===== config.mk =====
export PLATFORM = sky130hd
export DESIGN_NAME = serial_subtractor
export DESIGN_NICKNAME = d
export VERILOG_FILES = /design/src/rtl/sub_pkg.sv /design/src/rtl/full_subtractor.sv /design/src/rtl/serial_subtractor.sv
export SDC_FILE = /design/constraint.sdc
export NUM_CORES = 1
export LEC_CHECK = 0
export BUFFER_PORTS_ARGS = -buffer_cell sky130_fd_sc_hd__buf_2
export CELL_PAD_IN_SITES_DETAIL_PLACEMENT = 0
export CELL_PAD_IN_SITES_GLOBAL_PLACEMENT = 2
export CORE_ASPECT_RATIO = 0.5
export CORE_MARGIN = 2
export CORE_UTILIZATION = 33
export DETAILED_ROUTE_END_ITERATION = 10
export PLACE_DENSITY_LB_ADDON = 0.1
export REMOVE_ABC_BUFFERS = 1
export SLEW_MARGIN = 25
export SYNTH_ARGS = -nofsm -noshare
export SYNTH_HDL_FRONTEND = slang
export SYNTH_SLANG_ARGS = --single-unit

===== constraint.sdc =====
create_clock -name clk -period 1.91 [get_ports clk]
set_clock_uncertainty 0.15 [all_clocks]
set_input_delay 0.191 -clock clk [delete_from_list [all_inputs] [get_ports clk]]
set_output_delay 0.191 -clock clk [all_outputs]
set_load 0.005 [all_outputs]

===== src/rtl/sub_pkg.sv =====
// Shared constants for the bit-serial subtractor: default width and FSM state encoding.
package sub_pkg;

    localparam int unsigned DEFAULT_WIDTH = 8;

    localparam logic [1:0] ST_IDLE  = 2'd0;
    localparam logic [1:0] ST_SHIFT = 2'd1;
    localparam logic [1:0] ST_DONE  = 2'd2;

    typedef enum logic [1:0] {
        StIdle  = ST_IDLE,
        StShift = ST_SHIFT,
        StDone  = ST_DONE
    } state_e;

endpackage


===== src/rtl/full_subtractor.sv =====
// One-bit combinational full subtractor: d = a - b - bin, bout is the borrow out.
module full_subtractor (
    input  logic a,
    input  logic b,
    input  logic bin,
    output logic d,
    output logic bout
);

    assign d    = a ^ b ^ bin;
    assign bout = (~a & b) | (~(a ^ b) & bin);

endmodule


===== src/rtl/serial_subtractor.sv =====
// Bit-serial subtractor, LSB first, one bit per clock behind a start/done handshake.
module serial_subtractor
    import sub_pkg::*;
#(
    parameter  int unsigned WIDTH = DEFAULT_WIDTH,
    localparam int unsigned CNT_W = $clog2(WIDTH)
) (
    input  logic             clk,
    input  logic             rst_n,
    input  logic             start,
    input  logic [WIDTH-1:0] a,
    input  logic [WIDTH-1:0] b,
    input  logic             bin,
    output logic             busy,
    output logic             done,
    output logic [WIDTH-1:0] diff,
    output logic             bout
);

    localparam logic [CNT_W-1:0] LAST_BIT = CNT_W'(WIDTH - 1);

    state_e           state_q, state_d;
    logic [WIDTH-1:0] a_sh_q, a_sh_d;
    logic [WIDTH-1:0] b_sh_q, b_sh_d;
    logic [WIDTH-1:0] res_sh_q, res_sh_d;
    logic [WIDTH-1:0] diff_q, diff_d;
    logic [CNT_W-1:0] cnt_q, cnt_d;
    logic             br_q, br_d;
    logic             bout_q, bout_d;
    logic             fs_d, fs_bout;

    full_subtractor u_fs (
        .a    (a_sh_q[0]),
        .b    (b_sh_q[0]),
        .bin  (br_q),
        .d    (fs_d),
        .bout (fs_bout)
    );

    always_comb begin
        state_d  = state_q;
        a_sh_d   = a_sh_q;
        b_sh_d   = b_sh_q;
        res_sh_d = res_sh_q;
        diff_d   = diff_q;
        cnt_d    = cnt_q;
        br_d     = br_q;
        bout_d   = bout_q;
        unique case (state_q)
            StIdle: begin
                if (start) begin
                    a_sh_d   = a;
                    b_sh_d   = b;
                    br_d     = bin;
                    cnt_d    = '0;
                    res_sh_d = '0;
                    state_d  = StShift;
                end
            end
            StShift: begin
                a_sh_d   = {1'b0, a_sh_q[WIDTH-1:1]};
                b_sh_d   = {1'b0, b_sh_q[WIDTH-1:1]};
                res_sh_d = {fs_d, res_sh_q[WIDTH-1:1]};
                br_d     = fs_bout;
                cnt_d    = cnt_q + 1'b1;
                // Last bit: publish the fully assembled word, including this bit.
                if (cnt_q == LAST_BIT) begin
                    diff_d  = {fs_d, res_sh_q[WIDTH-1:1]};
                    bout_d  = fs_bout;
                    state_d = StDone;
                end
            end
            StDone: state_d = StIdle;
            default: state_d = StIdle;
        endcase
    end

    always_ff @(posedge clk) begin
        if (!rst_n) begin
            state_q  <= StIdle;
            a_sh_q   <= '0;
            b_sh_q   <= '0;
            res_sh_q <= '0;
            diff_q   <= '0;
            cnt_q    <= '0;
            br_q     <= 1'b0;
            bout_q   <= 1'b0;
        end else begin
            state_q  <= state_d;
            a_sh_q   <= a_sh_d;
            b_sh_q   <= b_sh_d;
            res_sh_q <= res_sh_d;
            diff_q   <= diff_d;
            cnt_q    <= cnt_d;
            br_q     <= br_d;
            bout_q   <= bout_d;
        end
    end

    assign busy = (state_q != StIdle);
    assign done = (state_q == StDone);
    assign diff = diff_q;
    assign bout = bout_q;

endmodule


==> results of run 1 <==
-- worst paths after layout --
check	cells past startpoint	endpoint	slack (ps)
max	3	b_sh_q[5]$_SDFFE_PN0P_	350
min	3	a_sh_q[7]$_SDFFE_PN0P_	20
max reg2reg	3	b_sh_q[5]$_SDFFE_PN0P_	350
min reg2reg	2	diff[3]$_SDFFE_PN0P_	300
-- placed cells by master (no fill, tap or decap), types with 2 or more instances in the layout --
cell	netlist	layout
nor2_1	16	16
buf_4	3	6
dfxtp_1	38	38
clkbuf_8	0	6
o221a_1	2	2
o221a_2	11	11
o21a_1	13	13
inv_1	6	6
buf_2	1	30
nand3_1	8	8
nand2_1	9	9
a21oi_1	10	10
ha_1	2	2
a22oi_1	11	11
-- where the power goes --
part           internal [uW]  total [uW]  switching (uW)
Clock                    291         565             274
Sequential               829         853            23.5
Combinational           81.2         166            84.7
Total                   1200        1580             382
-- layer usage --
layer / vias up / routed length, um / GRT usage
met5: - / 0 / 0
met4: 0 / 39 / 0.0548
met3: 7 / 195 / 0.0538
met2: 29 / 1340 / 0.205
met1: 559 / 1740 / 0.188
li1: 619 / - / -
-- sequential cells by signal, indices dropped and copies added, names as in the netlist --
name,cells
a_sh_q,8
b_sh_q,8
bout,1
br_q,1
cnt_q,3
diff,8
res_sh_q,7
state_q,2
-- kinds of logic after synthesis --
| kind of cell | synth area share |
|---|---|
| compound gates | 0.282 |
| fa+ha+maj | 0.0297 |
| buf+inv | 0.0651 |
| flops | 0.501 |
| mux | 0.00659 |
| simple gates | 0.116 |
-- metrics by stage --
| stage | util | total power, uW | hold slack (ps) |
|---|---|---|---|
| after floorplan | - | 967 | 185 |
| after global placement | 0.388 | 1040 | 291 |
| after detailed placement | 0.388 | 1040 | 297 |
| after CTS | 0.411 | 1600 | 14.4 |
| after global routing | 0.411 | 1670 | 15.7 |
| final | 0.411 | 1580 | 21.6 |
-- cells in the mapped netlist --
cell type / n
a211oi_1: 1
a21oi_1: 10
a221o_1: 1
a221oi_1: 1
a22oi_1: 11
a311oi_1: 1
and2b_1: 1
buf_1: 1
buf_2: 1
buf_4: 3
buf_6: 3
clkbuf_1: 3
dfxtp_1: 38
fa_1: 1
ha_1: 2
inv_1: 6
mux2i_1: 1
nand2_1: 9
nand2b_2: 1
nand3_1: 8
nand3b_1: 1
nor2_1: 16
nor2b_1: 1
nor3b_2: 1
o21a_1: 13
o21ai_1: 1
o21bai_2: 1
o221a_1: 2
o221a_2: 11
-- cell type report --
type,count,share of cell area
sequential,38,0.420
clock inverter,1,0.00276
tap,57,0.0394
multi-input combinational,95,0.364
clock buffer,7,0.0477
timing repair buffer,37,0.113
inverter,6,0.0124
-- worst max-delay path, stage by stage, from the launching register on --
cell and delay, ps:
dfxtp_1 430, nor2_1 170, nand2_1 310, o221a_2 390
==> flow_summary.json, run 1 <==
{
  "outcome": "finished, final reports clean",
  "design_area_um2": 1810,
  "relSlewSlack": 0.680,
  "synth_cells": 150,
  "overflow": 0,
  "dpl-instance-area_um2": 1710,
  "hold_path.class": "input pin to flip-flop",
  "max_slew.worst_pin.slew_ps": 479,
  "initial_core_util": 0.345,
  "multi_input_comb_area_um2": 659,
  "nFillCells": 458,
  "nNetsFinal": 206,
  "required_ps": 1940,
  "dieHeight_um": 52.0,
  "postCtsHoldBufs": 1,
  "diodes": 0,
  "drive_gt1_frac": 0.310,
  "fmax_mhz": 642,
  "io_buffers": 30,
  "cellLeakagePower_uw": 0.000750,
  "synth-seq-cells": 38,
  "dr.pass1.iters": 4,
  "worst_slack_ps": 352,
  "grt_max_degree": 16,
  "synth_warnings": 0,
  "dp_hpwl_mm": 2.18,
  "via_per_inst": 5.04,
  "ir_drop_uv": 243,
  "drt-initial-drc-count": 25,
  "dr_total_vias": 1214,
  "path_class": "flip-flop to flip-flop",
  "cts_resized": 0,
  "synth_top_area_cell": "dfxtp_1",
  "die_width_um": 99.9,
  "grt_usage": 0.140,
  "finalSetupTns_ps": 0,
  "setup.worst_path.start": "state_q[0]$_SDFFE_PN0P_",
  "place_congestion": 0.708,
  "synth_seq_area_share": 0.501,
  "tritoncts": "done",
  "pin_count": 31,
  "finalMaxSlewViolations": 0,
  "startpoint_type": "flip-flop",
  "synth_area_per_cell_um2": 10.1,
  "clock-sinks": 38,
  "htree_levels": 2,
  "max_cap_violations": 0,
  "cts-buffers-inserted": 5,
  "rows": 17,
  "min-delay-start": "a[7]",
  "post_cts_buffers": 0,
  "syn-cell-area_um2": 1520,
  "min_period_ps": 1560,
  "grt_pass1_vias": 1143,
  "worstPathArrival_ps": 1580,
  "clkLatencyLatePin_ps": 290,
  "layout_worst_path_cycle_share": 0.816,
  "final_hold_viol_count": 0,
  "die_area_um2": 5190,
  "cp-end-kind": "flip-flop",
  "dp_slack_ps": 343,
  "setup-violations-final": 0,
  "cts-root-buf": "clkbuf_8",
  "totalWireLength_mm": 3.31,
  "grt_pass1_wl_mm": 5.44,
  "ant_nets": 0,
  "final_cells": 241,
  "synth_cell_type_count": 29,
  "path_clk_slew_ps": 70,
  "antenna_found_initial": 0,
  "clockBufferDepth": 2,
  "rsz0062_at_grt": "no",
  "powerDensity_nw_per_um2": 875,
  "worstReg2RegStart": "state_q[0]$_SDFFE_PN0P_",
  "place_inst": 232,
  "avgRoutedWirePerCell_um": 13.7,
  "yosys-top-cells-area": "dfxtp_1 (50%), o221a_2 (8.2%), o21a_1 (6.4%)",
  "area_growth_pct": 19.2,
  "yosysTopAreaCellShare": 0.501,
  "core_area_um2": 4400,
  "post-route-drc-count": 0,
  "path_max_fanout": 13,
  "regArea_um2": 761
}
(Power assumes the default switching activity.)
==> inputs of run 2 (changes only) <==
==> constraint.sdc (replaced) <==
create_clock -name clk -period 1.6 [get_ports clk]
set_clock_uncertainty 0.15 [all_clocks]
set_input_delay 0.16 -clock clk [delete_from_list [all_inputs] [get_ports clk]]
set_output_delay 0.16 -clock clk [all_outputs]
set_load 0.005 [all_outputs]
==> run 2 against run 1 <==
Clock power is 76% higher. First-iteration DRC count is 92% higher. Count of clock-buffer cells in the layout is 1 lower. Critical path depth is 1 higher. Die area stayed put. Cell count is 6.2% higher. Flip-flop and latch count stayed put. Non-clock buffer count is 15 higher. Wire length is 2.8% lower. Core utilization is 4.6 points higher. Global-route usage is 0.14 points lower.
==> flow_summary.json, run 2 (synthesis results as in run 1) <==
{
  "nFillCells": 426,
  "relSlewSlack": 0.677,
  "worst_slack_ps": 150,
  "drive_gt1_frac": 0.312,
  "startpoint_type": "flip-flop",
  "ant_nets": 0,
  "timing.hold.ws_ps": 12.4,
  "dr_total_vias": 1239,
  "diodes": 0,
  "outcome": "finished, final reports clean",
  "whs_endpoint": "a_sh_q[6]$_SDFFE_PN0P_",
  "io_buffers": 30,
  "clkLatencyLatePin_ps": 280,
  "min-delay-start": "a[6]",
  "place_congestion": 0.686,
  "powerDensity_nw_per_um2": 1110,
  "path_clk_slew_ps": 80,
  "cellLeakagePower_uw": 0.000843,
  "dieHeight_um": 52.0,
  "drt-initial-drc-count": 48,
  "dp_slack_ps": 136,
  "setup-violations-final": 0,
  "ir_drop_uv": 377,
  "overflow": 0,
  "antenna_found_initial": 0,
  "grt_pass1_vias": 1152,
  "max_cap_violations": 0,
  "htree_levels": 2,
  "worstReg2RegStart": "state_q[0]$_SDFFE_PN0P_",
  "cts-root-buf": "clkbuf_8",
  "pin_count": 31,
  "path_class": "flip-flop to flip-flop",
  "layout_worst_path_cycle_share": 0.906,
  "reg2reg_to": "b_sh_q[6]$_SDFFE_PN0P_",
  "grt_pass1_wl_mm": 5.45,
  "rows": 17,
  "post-route-drc-count": 0,
  "regToRegSetupSlack_ps": 150,
  "die_area_um2": 5190,
  "min_period_ps": 1450,
  "final_cell_mix": "dfxtp_1 (38), buf_2 (30), nor2_1 (16)",
  "finalMaxSlewViolations": 0,
  "fmax_mhz": 690,
  "avgRoutedWirePerCell_um": 12.6,
  "cts-buffers-inserted": 5,
  "initial_core_util": 0.345,
  "final_common_cell": "dfxtp_1",
  "reg2regPathDepth": 4,
  "tritoncts": "done",
  "hold_path.class": "input pin to flip-flop",
  "worstPathArrival_ps": 1470,
  "rsz0062_at_grt": "no",
  "cp-end-kind": "flip-flop",
  "total_power_uw": 2240,
  "final_hold_viol_count": 0,
  "max_slew.worst_pin.slew_ps": 484,
  "grt_max_degree": 16,
  "nNetsFinal": 221,
  "area_growth_pct": 32.6,
  "grt_usage": 0.139,
  "dr.pass1.iters": 3,
  "clockBufferDepth": 2,
  "path_max_fanout": 14,
  "via_per_inst": 4.84,
  "dp_hpwl_mm": 2.09,
  "clock-sinks": 38,
  "hold-path-cell-count": 2,
  "required_ps": 1620,
  "core_area_um2": 4400,
  "die_width_um": 99.9,
  "finalSetupTns_ps": 0,
  "totalWireLength_mm": 3.22
}
[run 2: changes by cell type in the layout (fill, tap and decap cells not counted)]
cell,delta
buf_4,+3
dlygate4sd3_1,+11
clkinv_2,-1
bufinv_16,+2
clkbuf_1,-1
buf_12,+1
[run 2: worst max path at each step]
stage	startpoint	end	slack (ps)	cells after the start
2_1_floorplan	state_q[0]$_SDFFE_PN0P_	bout$_SDFFE_PN0P_	100	3
3_3_place_gp	state_q[1]$_SDFFE_PN0P_	res_sh_q[2]$_SDFFE_PN0P_	140	4
6_report	state_q[0]$_SDFFE_PN0P_	b_sh_q[6]$_SDFFE_PN0P_	150	4
3_5_place_dp	state_q[1]$_SDFFE_PN0P_	res_sh_q[1]$_SDFFE_PN0P_	140	4
4_1_cts	cnt_q[0]$_SDFFE_PN0P_	diff[1]$_SDFFE_PN0P_	120	5
5_1_grt	state_q[1]$_SDFFE_PN0P_	res_sh_q[1]$_SDFFE_PN0P_	10	4
[run 2: per-layer routing]
layer,track usage,up-vias,wire [um]
met1,0.179,570,1730
met5,0,-,0
met2,0.214,23,1300
met3,0.0497,5,149
li1,-,641,-
met4,0.0571,0,31
[run 2: metrics by stage]
| stage | area (um^2) | cells | utilization |
|---|---|---|---|
| 3_5_place_dp | 1740 | 235 | 0.396 |
| 5_1_grt | 2010 | 256 | 0.458 |
| 3_3_place_gp | 1740 | 235 | 0.396 |
| 2_1_floorplan | 1440 | 139 | - |
| 6_report | 2010 | 256 | 0.458 |
| 4_1_cts | 2000 | 254 | 0.454 |
[run 2: power breakdown]
part           switching (uW)  internal [uW]  leakage [uW]
clock network             329            665     0.0000714
logic                     106            124      0.000460
registers                26.2            990      0.000311
[run 2: what timing repair did]
item / 4_1_cts / 5_1_grt
hold buffers: 11 / 1
setup buffers: 0 / 1
gates resized for setup: 0 / 0
endpoints found under the hold margin: 11 / 1
setup endpoints to repair: 0 / 1
[run 2: layout make-up]
cell class	count	area, um^2	share of cell area
inverter	6	22.5	0.0112
tap	57	71.3	0.0354
sequential	38	761	0.378
timing repair buffer	52	358	0.178
clock inverter	2	60.1	0.0298
clock buffer	6	82.6	0.0410
multi-input combinational	95	659	0.327
[run 2: critical path, stage by stage, from the launching register on]
cell and delay [ps]:
dfxtp_1 460, buf_4 180, nand2b_2 190, o21a_1 240, o221a_2 120
==> inputs of run 3 (changes only) <==
--- a/config.mk
+++ b/config.mk
@@ -12,6 +12,7 @@
 export CORE_MARGIN = 2
 export CORE_UTILIZATION = 33
 export DETAILED_ROUTE_END_ITERATION = 10
+export MAX_ROUTING_LAYER = met4
 export PLACE_DENSITY_LB_ADDON = 0.1
 export REMOVE_ABC_BUFFERS = 1
 export SLEW_MARGIN = 25
==> run 3 against run 2 <==
Register-to-register slack about the same. Cell count unchanged. Clock power about the same. Via count up 0.56%. Flip-flop and latch count unchanged. Critical path type unchanged. Largest cell class unchanged.
==> flow_summary.json, run 3 (synthesis results as in run 1) <==
{
  "outcome": "finished, final reports clean",
  "avgRoutedWirePerCell_um": 12.6,
  "pin_count": 31,
  "antenna_found_initial": 0,
  "totalWireLength_mm": 3.22,
  "io_buffers": 30,
  "rows": 17,
  "path_clk_slew_ps": 80,
  "startpoint_type": "flip-flop",
  "final_hold_viol_count": 0,
  "critical_path.cell_chain": "buf_4, nand2b_2, o21a_1, o221a_2",
  "dieHeight_um": 52.0,
  "slowest_delay_ps": 460,
  "path_delay_family": "flip-flops",
  "grt_max_degree": 16,
  "worstPathArrival_ps": 1470,
  "grt_pass1_vias": 1152,
  "final_common_cell": "dfxtp_1",
  "core_area_um2": 4400,
  "finalMaxSlewViolations": 0,
  "rsz0062_at_grt": "no",
  "area_growth_pct": 32.6,
  "finalSetupTns_ps": 0,
  "max_slew.worst_pin.slew_ps": 475,
  "layout_worst_path_cycle_share": 0.905,
  "clock-sinks": 38,
  "place_inst": 235,
  "slowest_stage": "dfxtp_1",
  "hold-path-cell-count": 2,
  "diodes": 0,
  "initial_core_util": 0.345,
  "setup-violations-final": 0,
  "cts-buffers-inserted": 5,
  "ant_nets": 0,
  "dr_total_vias": 1246,
  "cts-root-buf": "clkbuf_8",
  "dp_slack_ps": 136,
  "cts_resized": 0,
  "cellLeakagePower_uw": 0.000843,
  "path_class": "flip-flop to flip-flop",
  "regToRegSetupSlack_ps": 150,
  "min_period_ps": 1450,
  "total_power_uw": 2240,
  "post-route-drc-count": 0,
  "drt-initial-drc-count": 53,
  "die_width_um": 99.9,
  "final_core_util": 0.458,
  "grt_usage": 0.143,
  "max_cap_violations": 0,
  "worst_slack_ps": 151,
  "final_cells": 256,
  "cp-end-kind": "flip-flop",
  "cp_num_cells": 4,
  "clockBufferDepth": 2,
  "required_ps": 1630,
  "via_per_inst": 4.87,
  "reg2regPathDepth": 4,
  "final_cell_mix": "dfxtp_1 (38), buf_2 (30), nor2_1 (16)",
  "overflow": 0,
  "tritoncts": "done",
  "ir_drop_uv": 379,
  "drive_gt1_frac": 0.312,
  "hold_path.class": "input pin to flip-flop",
  "htree_levels": 2,
  "path_buf_inv": 1,
  "nNetsFinal": 221,
  "clkLatencyLatePin_ps": 290,
  "die_area_um2": 5190,
  "powerDensity_nw_per_um2": 1110,
  "path_max_fanout": 14,
  "grt_pass1_wl_mm": 5.46,
  "dr.pass1.iters": 4,
  "fmax_mhz": 690,
  "dp_hpwl_mm": 2.09,
  "place_congestion": 0.693,
  "relSlewSlack": 0.683
}
==> run 3: cell counts in the layout (fill, tap and decap cells not counted) <==
Identical to the previous run, type by type.
==> run 3: worst register-to-register path: cells and delay by family, from the launching register on <==
kind                   cells  cell delay (ps)
DFF                        1              460
AOI/OAI and AO/OA          2              360
and+or+nand+nor            1              190
buffers and inverters      1              180
==> run 3: through the flow <==
step / cell area (um^2) / hold slack [ps]
after floorplan: 1440 / 154
after global placement: 1740 / 268
after detailed placement: 1740 / 271
after CTS: 2000 / 1.67
after global routing: 2010 / 1.38
final: 2010 / 9.47
==> run 3: cell type report <==
type | instances | area, um^2
multi-input combinational | 95 | 659
tap | 57 | 71.3
clock buffer | 6 | 82.6
inverter | 6 | 22.5
sequential | 38 | 761
fill | 426 | 2390
timing repair buffer | 52 | 358
clock inverter | 2 | 60.1
==> run 3: path summary, 6_finish.rpt <==
check | from | to
worst min-delay path | a[6] | a_sh_q[6]$_SDFFE_PN0P_
worst min register to register | diff[3]$_SDFFE_PN0P_ | diff[3]$_SDFFE_PN0P_
worst max register to register | state_q[0]$_SDFFE_PN0P_ | b_sh_q[6]$_SDFFE_PN0P_
worst max-delay path | state_q[0]$_SDFFE_PN0P_ | b_sh_q[6]$_SDFFE_PN0P_
==> run 3: power breakdown <==
part | total [uW] | internal (uW) | switching, uW
clock network | 995 | 665 | 330
registers | 1020 | 990 | 26.0
logic | 229 | 124 | 105
total | 2240 | 1780 | 462
==> run 3: timing repair <==
item | CTS | global route
hold buffers | 11 | 1
buffers inserted | 0 | 1
endpoints found under the hold margin | 11 | 1
setup endpoints to repair | 0 | 1
==> run 3: routing by layer <==
metal,part of all wire,GRT usage,up-vias
met4,0.011,0.0571,0
met3,0.048,0.0497,5
met1,0.54,0.179,576
met2,0.40,0.214,25
met5,0,-,-
li1,-,-,640
